<file path="src/rtl/seg_pkg.sv">
// seg_pkg: active-low segment patterns, digit indices and BCD FSM states for count_seg_display
package seg_pkg;
  localparam logic [6:0] SEG_0 = 7'h40, SEG_1 = 7'h79, SEG_2 = 7'h24, SEG_3 = 7'h30;
  localparam logic [6:0] SEG_4 = 7'h19, SEG_5 = 7'h12, SEG_6 = 7'h02, SEG_7 = 7'h78;
  localparam logic [6:0] SEG_8 = 7'h00, SEG_9 = 7'h10, SEG_A = 7'h08, SEG_B = 7'h03;
  localparam logic [6:0] SEG_C = 7'h46, SEG_D = 7'h21, SEG_E = 7'h06, SEG_F = 7'h0E;
  localparam logic [6:0] SEG_BLANK = 7'h7F;
  localparam logic [1:0] DIGIT_ONES = 2'd0, DIGIT_TENS = 2'd1, DIGIT_SPARE = 2'd2, DIGIT_OPT = 2'd3;
  typedef enum logic [1:0] {IDLE, SHIFT, DONE} bcd_state_t;
  function automatic logic [6:0] seg_decode(input logic [3:0] v);
    case (v)
      4'h0: return SEG_0;
      4'h1: return SEG_1;
      4'h2: return SEG_2;
      4'h3: return SEG_3;
      4'h4: return SEG_4;
      4'h5: return SEG_5;
      4'h6: return SEG_6;
      4'h7: return SEG_7;
      4'h8: return SEG_8;
      4'h9: return SEG_9;
      4'hA: return SEG_A;
      4'hB: return SEG_B;
      4'hC: return SEG_C;
      4'hD: return SEG_D;
      4'hE: return SEG_E;
      default: return SEG_F;
    endcase
  endfunction
endpackage

</file>
<file path="src/rtl/bin2bcd_seq.sv">
// bin2bcd_seq: sequential double-dabble, WIDTH shift cycles after start, then one DONE cycle
module bin2bcd_seq
  import seg_pkg::*;
#(
  parameter int WIDTH = 5
) (
  input  logic             fclk,
  input  logic             reset,
  input  logic             start,
  input  logic [WIDTH-1:0] bin,
  output logic             busy,
  output logic             done,
  output logic [3:0]       tens,
  output logic [3:0]       ones
);
  bcd_state_t state, state_nx;
  logic [2:0] cnt;
  logic [WIDTH-1:0] sh;
  logic [7:0] bcd, adj;
  logic last;
  assign last = cnt == 3'(WIDTH - 1);
  always_ff @(posedge fclk or posedge reset)
    if (reset) state <= IDLE;
    else state <= state_nx;
  always_comb begin
    state_nx = state == IDLE ? (start ? SHIFT : IDLE) : state == SHIFT ? (last ? DONE : SHIFT) : IDLE;
    busy = state != IDLE;
    done = state == DONE;
  end
  always_comb begin
    adj[7:4] = bcd[7:4] >= 4'd5 ? bcd[7:4] + 4'd3 : bcd[7:4];
    adj[3:0] = bcd[3:0] >= 4'd5 ? bcd[3:0] + 4'd3 : bcd[3:0];
  end
  always_ff @(posedge fclk or posedge reset)
    if (reset) begin
      cnt <= '0;
      sh  <= '0;
      bcd <= '0;
    end else if (state == IDLE && start) begin
      cnt <= '0;
      sh  <= bin;
      bcd <= '0;
    end else if (state == SHIFT) begin
      cnt <= cnt + 3'd1;
      sh  <= sh << 1;
      bcd <= {adj[6:0], sh[WIDTH-1]};
    end
  assign tens = bcd[7:4];
  assign ones = bcd[3:0];
endmodule

</file>
<file path="src/rtl/count_seg_display.sv">
// count_seg_display: scans count (decimal, digits 1:0) and opt (digit 3) onto a 4-digit active-low display.
// Define LZ_BLANK_EN to blank a leading-zero tens digit.
module count_seg_display
  import seg_pkg::*;
#(
  parameter int CLK_HZ     = 100_000_000,
  parameter int REFRESH_HZ = 1000,
  parameter int WIDTH      = 5
) (
  input  logic             fclk,
  input  logic             reset,
  input  logic [WIDTH-1:0] count,
  input  logic [1:0]       opt,
  output logic [6:0]       seg,
  output logic [3:0]       an,
  output logic             dp
);
  localparam int DIV = CLK_HZ / REFRESH_HZ - 1;
  localparam int DW = DIV > 0 ? $clog2(DIV + 1) : 1;
  logic [DW-1:0] div;
  logic [1:0] idx, opt_cap, opt_shown;
  logic [3:0] tens, ones, tens_shown, ones_shown;
  logic tick, start, busy, done;
  logic [6:0] seg_nx, tens_seg;
  assign tick = div == DW'(DIV);
  assign start = tick && idx == DIGIT_OPT && !busy;
  assign dp = 1'b1;
  bin2bcd_seq #(.WIDTH(WIDTH)) u_bcd (
    .fclk (fclk),
    .reset(reset),
    .start(start),
    .bin  (count),
    .busy (busy),
    .done (done),
    .tens (tens),
    .ones (ones)
  );
`ifdef LZ_BLANK_EN
  assign tens_seg = tens_shown == 4'd0 ? SEG_BLANK : seg_decode(tens_shown);
`else
  assign tens_seg = seg_decode(tens_shown);
`endif
  always_comb
    seg_nx = idx == DIGIT_ONES ? seg_decode(ones_shown) :
             idx == DIGIT_TENS ? tens_seg :
             idx == DIGIT_SPARE ? SEG_BLANK : seg_decode({2'b00, opt_shown});
  // Shown registers change only on done, so a scan never mixes old and new digits.
  always_ff @(posedge fclk or posedge reset)
    if (reset) begin
      div        <= '0;
      idx        <= DIGIT_ONES;
      an         <= 4'b1111;
      seg        <= SEG_BLANK;
      opt_cap    <= '0;
      opt_shown  <= '0;
      tens_shown <= '0;
      ones_shown <= '0;
    end else begin
      div <= tick ? '0 : div + 1'b1;
      if (tick) begin
        idx <= idx + 2'd1;
        an  <= ~(4'b0001 << idx);
        seg <= seg_nx;
      end
      if (start) opt_cap <= opt;
      if (done) begin
        tens_shown <= tens;
        ones_shown <= ones;
        opt_shown  <= opt_cap;
      end
    end
endmodule
</file>
<file path="config.mk">
export PLATFORM = sky130hd
export DESIGN_NAME = count_seg_display
export DESIGN_NICKNAME = d
export VERILOG_FILES = /design/src/rtl/seg_pkg.sv /design/src/rtl/bin2bcd_seq.sv /design/src/rtl/count_seg_display.sv
export SDC_FILE = /design/constraint.sdc
export NUM_CORES = 1
export LEC_CHECK = 0
export BUFFER_PORTS_ARGS = -buffer_cell sky130_fd_sc_hd__buf_2
export CAP_MARGIN = 20
export CORE_MARGIN = 8
export CORE_UTILIZATION = 55
export CTS_CLUSTER_SIZE = 12
export DETAILED_ROUTE_END_ITERATION = 6
export PLACE_DENSITY = 0.76
export SLEW_MARGIN = 20
export SYNTH_ARGS = -nofsm -noshare
export SYNTH_HDL_FRONTEND = slang
export SYNTH_SLANG_ARGS = --single-unit
</file>
<file path="constraint.sdc">
create_clock -name fclk -period 1.85 [get_ports fclk]
set_input_delay 0.37 -clock fclk [delete_from_list [all_inputs] [get_ports fclk]]
set_output_delay 0.37 -clock fclk [all_outputs]
set_load 0.02 [all_outputs]
</file>
==> results of run 1 <==
## logic make-up after synthesis
kind of cell,after synthesis
other,1
AOI/OAI and AO/OA,66
buffers and inverters,33
DFF,60
and+or+nand+nor,107
xor gates and xnor gates,18
muxes,27
adders and majority gates,23
## cells in the final DEF (no fill, tap or decap), types with 7 or more instances in the layout
cell                       netlist  layout
sky130_fd_sc_hd__inv_1          19      17
sky130_fd_sc_hd__nor2b_1         8       8
sky130_fd_sc_hd__nor2_1         17      17
sky130_fd_sc_hd__buf_2           2      19
sky130_fd_sc_hd__nand2_1        29      29
sky130_fd_sc_hd__o21ai_0        23      23
sky130_fd_sc_hd__dfstp_2        11      11
sky130_fd_sc_hd__mux2_2         13      13
sky130_fd_sc_hd__mux2i_1        13      13
sky130_fd_sc_hd__ha_1           23      22
sky130_fd_sc_hd__nor3_1          8       7
sky130_fd_sc_hd__clkbuf_8        0      10
sky130_fd_sc_hd__dfrtp_1        49      47
sky130_fd_sc_hd__nand3_1         8       8
sky130_fd_sc_hd__xnor2_1        14      14
sky130_fd_sc_hd__buf_4           2      13
sky130_fd_sc_hd__nand2b_1        8       8
## flip-flops by register name, indices dropped and copies added (netlist names)
register / cells
u_bcd.cnt: 3
u_bcd.bcd: 8
opt_shown: 2
div: 17
an: 4
tens_shown: 4
u_bcd.sh: 5
opt_cap: 2
seg: 7
idx: 2
ones_shown: 4
u_bcd.state: 2
## synthesized netlist by cell type, types with 9 or more instances
master,n,area share [%]
sky130_fd_sc_hd__dfrtp_1,49,36
sky130_fd_sc_hd__nand2_1,29,3.2
sky130_fd_sc_hd__ha_1,23,8.3
sky130_fd_sc_hd__o21ai_0,23,3.3
sky130_fd_sc_hd__inv_1,19,2.1
sky130_fd_sc_hd__nor2_1,17,1.8
sky130_fd_sc_hd__xnor2_1,14,3.6
sky130_fd_sc_hd__mux2_2,13,4.2
sky130_fd_sc_hd__mux2i_1,13,3.8
sky130_fd_sc_hd__dfstp_2,11,8.4
sky130_fd_sc_hd__clkbuf_1,9,0.98
## worst min path at each step
stage                start      end  slack, ps
detailed placement   reset  div[16]        430
finish               reset  div[16]         50
global placement     reset  div[16]        420
CTS                  reset  div[16]         50
global route         reset   div[5]         80
floorplan           div[0]   div[0]        450
## stage by stage
stage	cell area, sq um	hold slack [ps]
2_1_floorplan	3450	455
3_3_place_gp	3690	417
3_5_place_dp	3690	425
4_1_cts	3850	54.1
5_1_grt	3870	80.8
6_report	3870	47.9
## critical path: cells and delay by family, from the launching register on
kind,cells,cell delay [ps]
compound gates,3,560
fa+ha+maj,1,260
buf+inv,1,110
flops,1,460
mux,1,290
## power by group through the flow
stage	Combinational, mW	Sequential (mW)	Clock [mW]
floorplan	0.0225	1.34	0
global placement	0.0442	1.34	0
CTS	0.0451	1.31	1.03
detailed placement	0.0449	1.34	0
finish	0.0425	1.31	1.00
global route	0.0504	1.31	1.09
## repair_timing
| action | 4_1_cts | 5_1_grt |
|---|---|---|
| gates cloned | 0 | 0 |
| endpoints found under the setup margin | 1 | 7 |
| resized for setup | 1 | 6 |
| pin swaps | 0 | 1 |
## layer usage
metal	vias to the layer above	global-route usage [%]	wire length (microns)
li1	1249	-	-
met1	1260	22.1	3270
met2	35	27.0	3300
met3	17	3.31	254
met4	0	8.58	163
met5	-	0	0
## layout make-up
type	instances	area, sq um
multi-input combinational	242	1810
timing repair buffer	33	213
tap	77	96.3
fill	491	2330
sequential	60	1520
clock buffer	13	149
clock inverter	3	15.0
inverter	19	71.3
==> results, run 1 <==
- The die is 95.2 microns tall.
- The power after layout is 2.36 mW.
- Setup repair after global routing left no endpoint under its margin.
- When the netlist entered floorplanning its net count stood at 367.
- Summing the areas of all fa, ha and maj instances in the mapped netlist gives 8.34% of the synthesized area.
- Global routing consumed, over all layers together, 17.2% of the routing resources.
- The first global-routing pass estimated 12200 microns of wire.
- Setup violations remaining at the end of the flow were counted as 0.
- The number of max-cap violations is 0.
- Dividing the final minimum period by the clock period gives 94.9%.
- For this run, design rule violations remaining after detail routing come to 0.
- The total of warnings raised by yosys is 0.
- The overall via count from detail_route is 2561.
- The min-delay analysis places its worst path in the category input port to asynchronous set/reset pin.
- Using the TritonRoute via totals, the vias-per-cell ratio works out to 5.73.
- The worst-case register-to-register setup slack is 90 ps.
- The insertion delay of the later-clocked pin in the worst-skew pair is 340 ps.
- Pin placement for this block handled 21 I/O pins.
- STA puts the critical path data required time at 2110 ps.
- In this run, synthesis inferred 0 flip-flops with an integrated enable.
- Of the total synthesized cell area, the portion taken by XOR and XNOR cells is 4.57%.
- The sink count of the clock tree is 60.
- The type of destination of the critical path is a register.
- The maximum fanout encountered on the critical timing path is 7.
- After clock tree synthesis, the clock-pin slew on the worst setup and hold paths is 70 ps.
- The share of total power dissipated in the clock network is 42.6%.
- The DRC marker count from the first detailed-route iteration is 119.
- The overall die area is 9060 sq um.
- The floorplan step defined a core boundary enclosing 6200 sq um.
- The share of total power dissipated in sequential elements is 55.7%.
- The post-synthesis cell count is 335.
- The initialized floorplan defines 29 standard-cell rows.
- A synthesized cell averages 10.3 sq um.
- The post-CTS repair timing setup buffer count is 0.
- The number of diodes added for antenna fixing is 0.
- The compound-gate portion of the synthesized area is 13.5%.
- The reported net switching power is 518 uW.
- The final critical path time including I/O delays and setup is 1760 ps.
- After detailed routing, the average wire length per cell comes to 15.6 microns.
- The largest single stage delay on the critical path is 460 ps.
- The worst-case IR drop observed on VDD is 353 uV.
- Summed over all layers, the global routing overflow is 0.
- The total power divided by cell area is 610 nW/um^2.
- For this design the static power due to leakage is 1.70 nW.
- The clock skew after layout is 11.8 ps.
- After synthesis, the largest family of logic cells by area is simple AND/OR/NAND/NOR gates.
- For this configuration, the core starts out at a cell density of 55.6%.
- The maximum number of pins on one net before global-route repair is 31.
- For the pin with the worst max-slew slack, the measured transition is 541 ps.
- The internal portion of the total power is 1.84 mW.
- The area growth from synthesis to final layout is 12.2%.
- The number of cells on the worst reg-to-reg path is 6.
- The final standard cell count with taps included and fillers excluded is 447.
- Sequential elements use 43.9% of the synthesized area.
- Combinational logic burns 1.8% of the power.
- Of the total power, the share spent switching nets is 22.0%.
- The worst register-to-register path ends at seg[5].
- The count of nets left with antenna violations once routing finished came out at 0.
- For this run, the leading register cell type out of synthesis is sky130_fd_sc_hd__dfrtp_1.
- The via count of the first global-routing pass is 2568.
- For the final routed database, the setup TNS stands at 0 ps.
- The routability congestion estimate is 0.880.
- The cell area after technology mapping is 3450 sq um.
- For this design, the slowest cell found on the critical path is sky130_fd_sc_hd__dfrtp_1.
- The layout cell share with drive strength beyond 1 is 23.0%.
- The signal on the critical path passes through inv_1 > ha_1 > mux2_2 > a21oi_1 > a221oi_1 > o31a_1.
- The CTS buffer count is 9.
- The number of buffers added on ports is 19.
- Before antenna repair, the detailed router went through 4 iterations.
- The launch point of the worst reg-to-reg path is tens_shown[1].
- STA classifies the critical path startpoint as a register.
- CTS placed an instance of sky130_fd_sc_hd__clkbuf_8 at the clock tree root.
- The register bit total from synthesis is 60.
- Yosys mapped the design onto 54 distinct sky130hd cell types.
- The worst setup path startpoint is tens_shown[1].
- The fraction of registers with async set or reset after synthesis is 100%.
- The number of hold-slack violations in the final timing report came to 0.
- The start-to-end type of the worst setup path is register to register.
- No sink is reached through more buffers than the 2 on the longest clock path.
- Measured against the total synthesized area, the mux share comes to 8.67%.
- The net count of the finished layout is 397.
- The detailed-route wire length is 6980 microns.
- The post-cts hold buffer count is 0.
- Static timing analysis puts the maximum clock frequency at 569 MHz.
- The run finished with clean final reports.
- The number of antenna violations at the first check in global routing is 0.
- The floorplan die width is 95.2 microns.
- Cells fill 62.4% of the core in the end.
- The worst slack at placement is 2.40 ps.
- The number of instances in the placed design is 431.
- The deepest level of the CTS H-tree is 3.
- The destination of the critical timing path is seg[5].
- The final-report max-slew violation count came to 0.
- In the post-route analysis, the smallest setup slack over all paths is 93.7 ps.
- The synthesized netlist devotes 16.8% of its cell area to simple gates.
- The HPWL after detailed placement is 5170 microns.
- In this run the tightest slew margin relative to its limit is 63.8%.
- The TritonCTS clock tree is built.
- The arrival time of the worst setup path is 2020 ps.
Power figures use the tool's default switching activity.
==> inputs of run 2 (changes only) <==
CORE_ASPECT_RATIO = 0.8   (was not set)
==> results, run 2 (synthesis gave the netlist of run 1 again) <==
- The library cells used most frequently in the layout, excluding fill and tap cells, are sky130_fd_sc_hd__dfrtp_1, sky130_fd_sc_hd__nand2_1, sky130_fd_sc_hd__o21ai_0, sky130_fd_sc_hd__ha_1, sky130_fd_sc_hd__buf_2.
- The final-report max-slew violation count was 0 (unchanged).
- The final critical path time including I/O delays and setup is 1740 ps (-13.8 ps).
- The worst-case register-to-register setup slack is 110 ps (about the same).
- The sink count of the clock tree is 60 (unchanged).
- The cell with the largest stage delay on the worst path is sky130_fd_sc_hd__dfrtp_1.
- The routability congestion estimate came to 0.856 (-2.7%).
- The die boundary height is 86.8 microns (-8.8%).
- The total power divided by cell area is 636 nW/um^2 (+4.3%).
- The worst IR drop on VDD is 393 uV (+11%).
- The overall via count from detail_route is 2533 (-1.1%).
- The final standard cell count with taps included and fillers excluded is 455 (+1.8%).
- The DRC marker count from the first detailed-route iteration is 125 (+5.0%).
- The run finished with clean final reports.
- The total congestion overflow is 0 (unchanged).
- The TritonCTS clock tree is built.
- The detailed-route wire length is 7110 microns (+1.9%).
- The clock skew after layout is 8.89 ps (-2.95 ps).
- The worst-case clock buffer depth is 2 (unchanged).
- The number of diodes added for antenna fixing was 0 (unchanged).
- In this run the critical register-to-register path is captured at u_bcd.sh[2].
- The delay of the slowest critical-path stage is 440 ps (-20 ps).
- The count of nets left with antenna violations after detail routing is 0 (unchanged).
- The net count of the finished layout is 401 (+1.0%).
- The floorplan die width is 105 microns (+9.8%).
- The flip-flop count of the largest register, all copies and words added is 17 (unchanged).
- The number of buffers added on ports is 19 (unchanged).
- The overall die area came to 9080 sq um (+0.17%).
- From synthesis to final layout, the design area changed by 14.1%.
- In the final layout, the registers with the most flip-flops are div x17, u_bcd.bcd x8, seg x7.
- The reported leakage power was 1.73 nW (+2.0%).
- In this run the clock root is driven by a sky130_fd_sc_hd__clkbuf_8.
- The layout cell share with drive strength beyond 1 is 23.5% (+0.56 points).
- The routing usage on met2 is 25.3% (-1.7 points).
- The global-route wire length before repair is 12200 microns (-0.45%).
- The share of the clock period used by the worst path came to 94.2% (-0.74 points).
- The highest attainable clock frequency came to 574 MHz (+0.79%).
- The post-layout utilization of the core was 65.9% (+3.5 points).
- The count of endpoints failing setup in the final report came to 0 (unchanged).
- The via count of the first global-routing pass is 2522 (-1.8%).
- The cell depth of the worst flop-to-flop path was 4 (-2).
- In this run the most used layer during global routing was met2.
- The number of hold-slack violations in the final timing report is 0 (unchanged).
- The library cell used most frequently in the layout, excluding fill and tap cells, is sky130_fd_sc_hd__dfrtp_1.
- The number of placement rows is 25 (-14%).
- The worst register-to-register path begins at div[12].
- The sequential cell area in the final layout is 1520 sq um (unchanged).
- The setup slack of the critical path after layout is 108 ps (+13.8 ps).
- The critical path data required time was 2080 ps (-30 ps).
- The worst slack at placement is 64.0 ps (+61.6 ps).
- The signal on the critical path passes through nor3_1 > and2b_1 > a31oi_4 > a221o_1.
- The number of filler cells placed in the layout is 484 (-1.4%).
- The average routed wire per standard cell was 15.6 microns (about the same).
- The worst setup path is of the register to register kind.
- The number of instances in the placed design is 439 (+1.9%).
- The worst min-delay path class is input port to asynchronous set/reset pin.
- The area of combinational cells with multiple inputs came to 1800 sq um (-0.48%).
- The worst-case hold slack is 61.3 ps (+13.4 ps).
- The number of antenna violations at the first check in global routing is 0 (unchanged).
- The I/O pin count came to 21 (unchanged).
- The type of destination of the critical path is a register.
- The insertion delay of the later-clocked pin in the worst-skew pair came to 340 ps (about the same).
- The arrival time of the worst setup path came to 1970 ps (-50 ps).
- The deepest level of the CTS H-tree is 3 (unchanged).
- The clock edge transition at the registers on the reported setup and hold paths was 70 ps (about the same).
- The CTS buffer count is 9 (unchanged).
- The met3 routing resource usage after global routing is 5.71% (+2.4 points).
- The routed via count divided by cell count is 5.57 (-2.8%).
- In this run the worst setup path begins at div[12].
- The maximum fanout encountered on the critical timing path is 12 (+5).
- The global routing usage summed across all routing layers came to 16.7% (-0.46 points).
- The met1 usage was 21.6% (-0.50 points).
- The destination of the critical timing path is u_bcd.sh[2].
- Ranked by flip-flop count, first place goes to div.
- The post-detailed-placement half-perimeter wirelength is 5060 microns (-2.0%).
- The setup TNS was 0 ps (unchanged).
- The maximum number of pins on one net before global-route repair is 61 (+97%).
- The number of search-and-repair iterations in the first detailed-routing pass came to 5 (+1).
- The area of the core is 5970 sq um (-3.7%).
- The initial core utilization is 57.8% (+2.1 points).
- Setup repair after global routing left no endpoint under its margin.
- The number of remaining DRC errors is 0 (unchanged).
- The number of max-cap violations was 0 (unchanged).
- The kind of launch point of the worst setup path is a register.
-- run 2: report_power, final --
part	internal, mW	total [mW]	switching [mW]
logic	0.0108	0.0404	0.0296
registers	1.31	1.31	0
clock network	0.621	1.15	0.529
total	1.94	2.50	0.559
-- run 2: per-stage QoR --
step / area [sq um] / total power [mW]
after floorplan: 3450 / 1.36
after global placement: 3740 / 1.38
after detailed placement: 3740 / 1.38
after CTS: 3930 / 2.53
after global routing: 3940 / 2.60
final: 3940 / 2.50
-- run 2: layout make-up --
type | instances | area share (%)
Tap cell | 81 | 2.57
Inverter | 19 | 1.81
Clock buffer | 10 | 3.24
Multi-Input combinational cell | 242 | 45.7
Sequential cell | 60 | 38.5
Clock inverter | 6 | 1.62
Timing Repair Buffer | 37 | 6.48
-- run 2: critical path: cells and delay by family (launching register included) --
| kind | cells | cell delay [ps] |
|---|---|---|
| flip-flops | 1 | 440 |
| AND/OR/NAND/NOR | 2 | 630 |
| AO/OA/AOI/OAI | 2 | 550 |
-- run 2: worst min-delay path by stage --
stage / from / end / cells past startpoint
after floorplan: div[0] / div[0] / 1
after CTS: reset / u_bcd.sh[2] / 3
after global routing: reset / u_bcd.sh[0] / 3
final: reset / u_bcd.sh[2] / 3
after detailed placement: reset / u_bcd.sh[2] / 3
after global placement: reset / u_bcd.sh[2] / 3
-- run 2: what timing repair did --
item | in CTS | in global routing
setup buffers | 0 | 0
hold buffers | 0 | 0
resized for setup | 0 | 4
setup endpoints to repair | 0 | 11
-- run 2: layer usage --
layer	up-vias	share of wire, %	wire length, microns
met5	-	0	0
met4	0	0.86	61
met3	5	5.7	408
met2	53	44	3130
met1	1224	49	3510
li1	1251	-	-
==> inputs of run 3 (changes only) <==
SYNTH_HIERARCHICAL = 1   (was not set)
==> results, run 3 <==
- The number of buffers added on ports is 19 (unchanged).
- The global routing usage summed across all routing layers is 17.7% (+1.0 points).
- The highest attainable clock frequency is 467 MHz (-19%).
- The initial core utilization came to 55.8% (-1.9 points).
- The deepest level of the CTS H-tree is 3 (unchanged).
- The share of Yosys cell area claimed by the top area cell type is 35.0% (-0.56 points).
- The number of placement rows was 26 (+4.0%).
- The number of filler cells placed in the layout came to 453 (-6.4%).
- The total of warnings raised by yosys is 6 (+6).
- The final critical path time including I/O delays and setup was 2140 ps (+397 ps).
- The count of nets left with antenna violations after detail routing was 0 (unchanged).
- The net count of the finished layout came to 437 (+9.0%).
- The post-synthesis area per instance is 9.90 sq um (-3.9%).
- The checks that failed: setup timing.
- The fraction of power consumed by sequential logic is 46.4% (-6.0 points).
- The die boundary height is 87.4 microns (+0.65%).
- The area of the core is 6280 sq um (+5.1%).
- The total congestion overflow was 0 (unchanged).
- The worst slack at placement is -273 ps (-338 ps).
- The sink count of the clock tree is 60 (unchanged).
- The worst-case register-to-register setup slack is -290 ps (-400 ps).
- The cell depth of the worst flop-to-flop path is 4 (unchanged).
- The sequential cell area in the final layout is 1520 sq um (-0.17%).
- The final standard cell count with taps included and fillers excluded was 493 (+8.4%).
- The routability congestion estimate is 0.836 (-2.4%).
- The net switching fraction of the power is 19.1% (-3.2 points).
- The delay of the slowest critical-path stage is 540 ps (+100 ps).
- TritonCTS built the clock tree.
- The share of the clock period used by the worst path is 116% (+21 points).
- The fraction of registers with async set or reset after synthesis is 100% (unchanged).
- The overall via count from detail_route is 2723 (+7.5%).
- The number of diodes added for antenna fixing is 0 (unchanged).
- The fraction of power consumed by combinational cells came to 1.5% (about the same).
- The worst-case clock buffer depth is 2 (unchanged).
- The worst hold path belongs to the class input port to asynchronous set/reset pin.
- The post-synthesis cell count came to 354 (+5.7%).
- The I/O pin count is 21 (unchanged).
- The count of endpoints failing setup in the final report is 34 (+34).
- The insertion delay of the later-clocked pin in the worst-skew pair came to 340 ps (about the same).
- In the final layout, the registers with the most flip-flops are div x17, u_bcd/bcd x8, seg x7.
- For the pin with the worst max-slew slack, the measured transition is 692 ps.
- The setup path with the least slack is of type register to register.
- The number of hold-slack violations in the final timing report is 0 (unchanged).
- The run finished, with violations left.
- The post-detailed-placement half-perimeter wirelength is 5280 microns (+4.4%).
- The worst-case hold slack is 96.3 ps (+35.0 ps).
- The worst register-to-register path ends at opt_cap[1].
- The floorplan die width came to 105 microns (+0.67%).
- For this run, the leading register cell type out of synthesis is sky130_fd_sc_hd__dfrtp_1.
- The register bit total from synthesis is 60 (unchanged).
- div holds more flip-flops than any other register.
- The post-synthesis cell type count is 62 (+15%).
- The type of destination of the critical path is a register.
- The overall die area came to 9200 sq um (+1.3%).
- The arrival time of the worst setup path is 2370 ps (+400 ps).
- In this run the tightest slew margin relative to its limit is 53.8%.
- The reported net switching power came to 542 uW (-3.1%).
- The leading cell type by number of instances after synthesis is sky130_fd_sc_hd__dfrtp_1.
- The global-route wire length before repair is 13200 microns (+8.2%).
- The clock power share is 52.1% (+6.2 points).
- The number of enable-type register cells in the synthesized netlist is 0 (unchanged).
- The number of instances in the placed design is 472 (+7.5%).
- In the synthesized netlist, the cells that appear most often are sky130_fd_sc_hd__dfrtp_1, sky130_fd_sc_hd__nand2_1, sky130_fd_sc_hd__inv_1.
- The maximum number of pins on one net before global-route repair was 43 (-30%).
- The post-cts hold buffer count is 0 (unchanged).
- The maximum fanout encountered on the critical timing path was 2 (-10).
- The via count of the first global-routing pass was 2743 (+8.8%).
- The worst IR drop on VDD came to 520 uV (+32%).
- The layout cell share with drive strength beyond 1 came to 30.1% (+6.5 points).
- The number of antenna violations at the first check in global routing is 0 (unchanged).
- The launch point of the worst reg-to-reg path is div[6].
- The average routed wire per standard cell came to 15.5 microns (-0.71%).
- The number of max-cap violations came to 0 (unchanged).
- The area growth from synthesis to final layout is 22.1%.
- The setup slack of the critical path after layout is -289 ps (-397 ps).
- The library cells used most frequently in the layout, excluding fill and tap cells, are sky130_fd_sc_hd__dfrtp_1, sky130_fd_sc_hd__nand2_1, sky130_fd_sc_hd__buf_4.
- The clock edge transition at the registers on the reported setup and hold paths is 70 ps (about the same).
- The critical path data required time is 2080 ps (about the same).
- Setup repair after global routing could not meet its margin everywhere.
- The routed via count divided by cell count is 5.52 (-0.79%).
- The critical path goes through or4b_4 > or4_4 > nor3b_4 > mux2_4.
- The total power divided by cell area is 662 nW/um^2 (+4.1%).
- The most critical setup path has its startpoint at div[6].
- The cell area after technology mapping is 3510 sq um (+1.6%).
- Leaving out fill and tap cells, the most frequent cell in the layout is sky130_fd_sc_hd__dfrtp_1.
- The destination of the critical timing path is opt_cap[1].
- The reported leakage power is 1.86 nW (+7.1%).
- The clock skew after layout was 6.46 ps (-2.43 ps).
- Sorting the synthesized cells by area gives the leading types as sky130_fd_sc_hd__dfrtp_1, sky130_fd_sc_hd__ha_1, sky130_fd_sc_hd__dfstp_2.
- The cell-internal power was 2.29 mW (+18%).
- The CTS buffer count is 9 (unchanged).
- The flip-flop count of the largest register, all copies and words added is 17 (unchanged).
- The largest total area in the synthesized netlist belongs to sky130_fd_sc_hd__dfrtp_1.
- The number of search-and-repair iterations in the first detailed-routing pass is 4 (-1).
- The area of combinational cells with multiple inputs was 1910 sq um (+6.2%).
- The net count after synthesis was 387 (+5.4%).
- The final-report max-slew violation count came to 0 (unchanged).
- The detailed-route wire length is 7650 microns (+7.6%).
- The CTS root buffer is sky130_fd_sc_hd__clkbuf_8.
- The cell with the largest stage delay on the worst path is sky130_fd_sc_hd__or4_4.
- The DRC marker count from the first detailed-route iteration was 158 (+26%).
- The number of remaining DRC errors was 0 (unchanged).
- STA classifies the critical path startpoint as a register.
- The register area share after synthesis is 43.2% (-0.69 points).
run 3: changes by cell type after synthesis, sizes merged, moves of 4 or more:
| cell | delta |
|---|---|
| a21oi | +10 |
| a221o | -5 |
| and2 | -5 |
| inv | +7 |
| mux2i | -10 |
| nand2 | +6 |
| o2111ai | +4 |
run 3: how the worst min path moves through the flow:
stage,depth (start not counted),slack (ps),to,startpoint
final,3,100,div[6],reset
after floorplan,1,310,u_bcd/bcd[0],reset
after global routing,3,120,div[8],reset
after detailed placement,2,460,an[2],an[2]
after global placement,2,450,seg[2],seg[2]
after CTS,3,100,div[8],reset
run 3: area by class of cell:
type	count	share of cell area (%)
Clock inverter	4	2.22
Timing Repair Buffer	56	9.35
Tap cell	84	2.46
Sequential cell	60	35.4
Inverter	26	2.28
Clock buffer	12	3.62
Multi-Input combinational cell	251	44.7
run 3: logic make-up (layout without fill, tap and decap cells):
family / after synthesis / after routing / synth area share, %
flip-flops: 60 / 60 / 43.2
adder cells (fa/ha/maj): 24 / 24 / 8.57
XOR/XNOR: 16 / 16 / 4.00
multiplexers: 16 / 16 / 5.35
other: 1 / 1 / 0.107
buffers and inverters: 44 / 98 / 5.57
AO/OA/AOI/OAI: 83 / 84 / 16.0
AND/OR/NAND/NOR: 110 / 110 / 17.2
run 3: critical path: cells and delay by family (launching register included):
kind	cells	cell delay, ps
DFF	1	380
and+or+nand+nor	3	1320
muxes	1	320
run 3: metrics by stage:
step	setup TNS, ps	utilization [%]	area (sq um)	power, mW
after global placement	-3560	62.4	3920	1.38
after CTS	-5360	68.0	4270	2.86
after detailed placement	-5180	62.4	3920	1.38
after floorplan	-5640	-	3570	1.36
after global routing	-8340	68.2	4280	2.92
final	-6100	68.2	4280	2.83
run 3: power by group through the flow:
stage	logic [mW]	clock network, mW	registers (mW)
3_3_place_gp	0.0435	0	1.34
3_5_place_dp	0.0449	0	1.34
5_1_grt	0.0507	1.56	1.31
4_1_cts	0.0456	1.50	1.31
6_report	0.0435	1.48	1.31
2_1_floorplan	0.0227	0	1.34
run 3: routing by layer:
metal / vias to the layer above / wire [microns] / GRT usage [%]
li1: 1358 / - / -
met1: 1300 / 3750 / 23.2
met2: 57 / 3500 / 27.6
met3: 8 / 307 / 5.62
met4: 0 / 99 / 4.91
met5: - / 0 / 0
run 3: what timing repair did:
item | 4_1_cts | 5_1_grt
hold endpoints to repair | 0 | 0
buffers inserted | 5 | 2
pin swaps | 13 | 8
endpoints found under the setup margin | 34 | 41
gates cloned | 1 | 0
gates resized for setup | 14 | 6
